<file path="config.mk">
export PLATFORM = sky130hd
export DESIGN_NAME = uart_rx_deframer
export DESIGN_NICKNAME = d
export VERILOG_FILES = /design/src/rtl/uart_rx_deframer.sv
export SDC_FILE = /design/constraint.sdc
export NUM_CORES = 1
export LEC_CHECK = 0
export CAP_MARGIN = 20
export CORE_MARGIN = 1.5
export CORE_UTILIZATION = 56
export DETAILED_ROUTE_END_ITERATION = 12
export GPL_ROUTABILITY_DRIVEN = 0
export PLACE_DENSITY = 0.82
export SETUP_SLACK_MARGIN = 0.15
export SYNTH_ARGS = -nofsm -noshare
export SYNTH_HDL_FRONTEND = slang
export SYNTH_SLANG_ARGS = --single-unit
</file>
<file path="constraint.sdc">
create_clock -name clk -period 2.3 [get_ports clk]
set_input_delay 0.69 -clock clk [delete_from_list [all_inputs] [get_ports clk]]
set_output_delay 0.69 -clock clk [all_outputs]
set_load 0.01 [all_outputs]
</file>
<file path="src/rtl/uart_rx_deframer.sv">
// 8N1 asynchronous receiver: synchronises and oversamples RxD, majority-filters the samples,
// rejects start-bit glitches and delivers each byte as a one-cycle strobe or a framing error.
module uart_rx_deframer #(
  parameter int unsigned ClkFrequency = 25000000,
  parameter int unsigned Baud         = 115200,
  parameter int unsigned Oversampling = 16
) (
  input  logic       clk,
  input  logic       Rst,
  input  logic       RxD,
  output logic [7:0] RxD_data,
  output logic       RxD_data_ready,
  output logic       RxD_frame_err,
  output logic       RxD_idle
);

  localparam int unsigned TickDiv =
      (ClkFrequency + (Baud * Oversampling) / 2) / (Baud * Oversampling);
  localparam int unsigned TickW = (TickDiv > 1) ? $clog2(TickDiv) : 1;
  localparam int unsigned SampW = (Oversampling > 1) ? $clog2(Oversampling) : 1;

  localparam logic [TickW-1:0] TickLast = TickW'(TickDiv - 1);
  localparam logic [SampW-1:0] SampMid  = SampW'(Oversampling / 2 - 1);
  localparam logic [SampW-1:0] SampLast = SampW'(Oversampling - 1);

  if (TickDiv < 2) begin : gBadTickDiv
    $error("uart_rx_deframer: TickDiv must be at least 2");
  end
  if (Oversampling != 8 && Oversampling != 16) begin : gBadOversampling
    $error("uart_rx_deframer: Oversampling must be 8 or 16");
  end

  typedef enum logic [2:0] {
    StIdle,
    StStart,
    StData,
    StStop,
    StBreak
  } stateT;

  stateT            stateQ, stateD;
  logic             rxdMetaQ, rxdSyncQ;
  logic [2:0]       filtQ;
  logic             filtPrevQ;
  logic [TickW-1:0] tickCntQ, tickCntD;
  logic [SampW-1:0] sampleCntQ, sampleCntD;
  logic [2:0]       bitIdxQ, bitIdxD;
  logic [7:0]       shiftQ, shiftD;
  logic [7:0]       dataQ, dataD;
  logic             readyQ, readyD;
  logic             frameErrQ, frameErrD;
  logic             tick, tickClr;
  logic             filtBit, fallEdge;

  // Two-flop synchroniser: RxD is asynchronous to clk.
  always_ff @(posedge clk or negedge Rst) begin
    if (!Rst) begin
      rxdMetaQ <= 1'b1;
      rxdSyncQ <= 1'b1;
    end else begin
      rxdMetaQ <= RxD;
      rxdSyncQ <= rxdMetaQ;
    end
  end

  assign tick = (tickCntQ == TickLast);

  always_comb begin
    tickCntD = tickCntQ + 1'b1;
    if (tickClr || tick) begin
      tickCntD = '0;
    end
  end

  assign filtBit  = (filtQ[0] & filtQ[1]) | (filtQ[0] & filtQ[2]) | (filtQ[1] & filtQ[2]);
  assign fallEdge = filtPrevQ & ~filtBit;

  always_ff @(posedge clk or negedge Rst) begin
    if (!Rst) begin
      tickCntQ  <= '0;
      filtQ     <= 3'b111;
      filtPrevQ <= 1'b1;
    end else begin
      tickCntQ  <= tickCntD;
      filtPrevQ <= filtBit;
      if (tick) begin
        filtQ <= {filtQ[1:0], rxdSyncQ};
      end
    end
  end

  always_comb begin
    stateD     = stateQ;
    sampleCntD = tick ? sampleCntQ + 1'b1 : sampleCntQ;
    bitIdxD    = bitIdxQ;
    shiftD     = shiftQ;
    dataD      = dataQ;
    readyD     = 1'b0;
    frameErrD  = 1'b0;
    tickClr    = 1'b0;

    unique case (stateQ)
      StIdle: begin
        // Re-phase the tick generator to the start edge so mid-bit samples line up.
        if (fallEdge) begin
          stateD     = StStart;
          sampleCntD = '0;
          tickClr    = 1'b1;
        end
      end
      StStart: begin
        if (tick && sampleCntQ == SampMid) begin
          sampleCntD = '0;
          if (!filtBit) begin
            stateD  = StData;
            bitIdxD = 3'd0;
          end else begin
            stateD = StIdle;
          end
        end
      end
      StData: begin
        if (tick && sampleCntQ == SampLast) begin
          shiftD  = {filtBit, shiftQ[7:1]};
          bitIdxD = bitIdxQ + 3'd1;
          if (bitIdxQ == 3'd7) begin
            stateD = StStop;
          end
        end
      end
      StStop: begin
        // Leaving at mid-stop leaves half a bit to catch a back-to-back start edge.
        if (tick && sampleCntQ == SampLast) begin
          if (filtBit) begin
            dataD  = shiftQ;
            readyD = 1'b1;
            stateD = StIdle;
          end else begin
            frameErrD = 1'b1;
            stateD    = StBreak;
          end
        end
      end
      StBreak: begin
        if (filtBit) begin
          stateD = StIdle;
        end
      end
      default: begin
        stateD = StIdle;
      end
    endcase
  end

  always_ff @(posedge clk or negedge Rst) begin
    if (!Rst) begin
      stateQ     <= StIdle;
      sampleCntQ <= '0;
      bitIdxQ    <= 3'd0;
      shiftQ     <= 8'h00;
      dataQ      <= 8'h00;
      readyQ     <= 1'b0;
      frameErrQ  <= 1'b0;
    end else begin
      stateQ     <= stateD;
      sampleCntQ <= sampleCntD;
      bitIdxQ    <= bitIdxD;
      shiftQ     <= shiftD;
      dataQ      <= dataD;
      readyQ     <= readyD;
      frameErrQ  <= frameErrD;
    end
  end

  assign RxD_data       = dataQ;
  assign RxD_data_ready = readyQ;
  assign RxD_frame_err  = frameErrQ;
  assign RxD_idle       = (stateQ == StIdle) && filtBit;

endmodule
</file>
==> impl_metrics.json <==
{
  "synthTopCellsByArea": "dfrtp_1, mux2_2, dfstp_2",
  "slew_violations": 0,
  "ctsHoldBuffers": 0,
  "drt_iter0_drc": 36,
  "pre_cts_slack_ns": 0.161,
  "max-vdd-ir-drop_uv": 540,
  "initial_core_util_pct": 58.2,
  "outcome": "completed",
  "chipWidth_um": 58.9,
  "setup_viol": 0,
  "endpoint_kind": "primary output",
  "dieHeight_um": 58.9,
  "synth_edf_count": 0,
  "period_minus_slack_ns": 2.08,
  "rsz0062_at_grt": "false",
  "grt_max_degree": 39,
  "worst_pin_slew_ns": 0.807,
  "setup_ws_ns": 0.221,
  "dr.pass1.iters": 4,
  "antennaDiodeCount": 0,
  "nNetsFinal": 162,
  "area_growth_syn_to_layout_pct": 12.7,
  "synth_area_leader_cell": "dfrtp_1",
  "path_clk_slew_ns": 0.10,
  "avgSynthCellArea_um2": 13.1,
  "cts_max_level": 2,
  "gr-max-usage-layer": "met2",
  "use_met1_pct": 23.7,
  "rr_worst_depth": 5,
  "fmax_ghz": 0.481,
  "via_per_inst": 5.97,
  "final_area_mm2": 0.00197,
  "wl_per_cell_um": 15.9,
  "use_met2_pct": 31.1,
  "cp.required_ns": 1.61,
  "grt_first_pass_wirelength_um": 5040,
  "synthCells": 133,
  "yosys_warnings": 0,
  "die_area_mm2": 0.00347,
  "netlist_top_cells_count": "dfrtp_1, mux2_2, nor2_1",
  "grt-ovfl-total": 0,
  "io_pins": 14,
  "finalNonFillerCells": 187,
  "layout-drive-gt1-share_pct": 33.8,
  "hold_path_class": "register to register",
  "dpl.hpwl_um": 2110,
  "grt_usage_pct": 19.5,
  "worstPathMaxFanout": 3,
  "ys_ff_latch": 38,
  "num_rows": 20,
  "design.core.area_mm2": 0.00300,
  "syn_nets": 142,
  "hold_depth": 0,
  "synth_most_common_cell": "dfrtp_1",
  "critPathArrivalTime_ns": 1.39,
  "r2r_slack_ns": 0.43,
  "power_per_cell_area_mw_per_mm2": 890,
  "placedCellCount": 178,
  "synth-async-reset-ratio_pct": 100,
  "ys.flop_type": "dfrtp_1",
  "seq_area_frac_synth_pct": 54.8,
  "grt_pass1_vias": 1164,
  "cts_tree": "done",
  "post_dp_cell_area_mm2": 0.00190,
  "holdWs_ns": 0.367,
  "insertion_delay_ns": 0.35,
  "cts-root-buf": "clkbuf_4",
  "fin_crit_sh_pct": 90.4,
  "vias": 1117,
  "critPathLaunchType": "register",
  "tns_ns": 0,
  "netlist_area_mm2": 0.00175,
  "p_leak_nw": 0.941,
  "maxCapViolations": 0,
  "cts_sinks": 38,
  "nFillCells": 226,
  "cts.path.max_buffers": 2,
  "synthDistinctLibCells": 40,
  "use_met3_pct": 5.27,
  "hold_violations": 0,
  "routed_wl_um": 2970,
  "ant_nets": 0,
  "max_slew_margin_pct": 46.2,
  "setup.worst_path.class": "register to primary output",
  "drc": 0,
  "port_buffers": 13,
  "finClkSkew_ns": 0.0108,
  "yosys.area.top_type_share_pct": 45.8,
  "grt_antenna_before_repair": 0,
  "cts_buffers": 5
}
## final cells by class
| cell class | instances | area [um2] | share of cell area, % |
|---|---|---|---|
| clock buffers | 6 | 51.3 | 2.60 |
| clock inverters | 2 | 12.5 | 0.635 |
| inverters | 5 | 18.8 | 0.952 |
| multi-input cells | 83 | 716 | 36.3 |
| flip-flops and latches | 38 | 958 | 48.6 |
| well taps | 33 | 41.3 | 2.10 |
| repair buffers | 20 | 173 | 8.76 |
## timing repair
action / in CTS / in global routing
endpoints found under the setup margin: 1 / 1
cloned: 0 / 0
buffers inserted: 1 / 0
pin swaps: 0 / 2
gates resized for setup: 5 / 2
## where the power goes
part / switching, mW / internal, mW
clock network: 0.215 / 0.147
registers: 0.0875 / 0.793
logic: 0.277 / 0.235
## per-stage QoR
| stage | utilization [%] | total power, mW |
|---|---|---|
| final | 65.6 | 1.75 |
| after global routing | 65.6 | 1.87 |
| after CTS | 65.5 | 1.76 |
| after detailed placement | 63.2 | 1.38 |
| after global placement | 63.2 | 1.34 |
| after floorplan | - | 1.26 |
## sequential cells by signal, indices dropped and copies added, names as in the netlist
register / cells
RxD_data: 8
shiftQ: 8
sampleCntQ: 4
tickCntQ: 4
bitIdxQ: 3
filtQ: 3
stateQ: 3
RxD_data_ready: 1
RxD_frame_err: 1
filtPrevQ: 1
rxdMetaQ: 1
rxdSyncQ: 1
## logic make-up after synthesis
logic type | Yosys count | share of synthesized area, %
compound gates | 15 | 7.44
xor+xnor | 5 | 2.51
fa+ha+maj | 7 | 4.94
buf+inv | 12 | 4.65
flops | 38 | 54.8
mux | 20 | 12.8
simple gates | 36 | 12.8
## critical path, stage by stage (launching register included)
cell and delay, ns:
dfrtp_1 0.39, or3_4 0.41, nor2_2 0.12, buf_2 0.13
## cells in the final DEF, fill, tap and decap left out, types with 2 or more instances in the layout
| master | count |
|---|---|
| nor3_1 | 6 |
| buf_4 | 7 |
| o31a_1 | 4 |
| ha_1 | 6 |
| clkbuf_4 | 5 |
| nand2_1 | 4 |
| dfstp_2 | 6 |
| nand3_1 | 3 |
| mux2_2 | 19 |
| buf_2 | 2 |
| xor2_1 | 3 |
| clkdlybuf4s50_1 | 11 |
| inv_1 | 4 |
| nand2b_1 | 2 |
| nor2_1 | 7 |
| and3_1 | 2 |
| a221o_1 | 2 |
| xnor2_1 | 2 |
| dfrtp_1 | 32 |
## layer usage
metal | part of all wire (%) | vias to the layer above
met4 | 1.4 | 0
li1 | - | 519
met2 | 51 | 27
met5 | 0 | -
met3 | 4.0 | 5
met1 | 43 | 566
## path summary, 6_finish.rpt
| path | start | endpoint |
|---|---|---|
| max in group asynchronous | Rst | RxD_data[2] |
| worst min-delay path | rxdMetaQ | rxdSyncQ |
| worst min register to register | rxdMetaQ | rxdSyncQ |
| worst max register to register | tickCntQ[1] | RxD_data[4] |
| worst max-delay path | stateQ[2] | RxD_idle |
| min in group asynchronous | Rst | RxD_frame_err |
No activity file was read; power rests on OpenSTA's default activity.
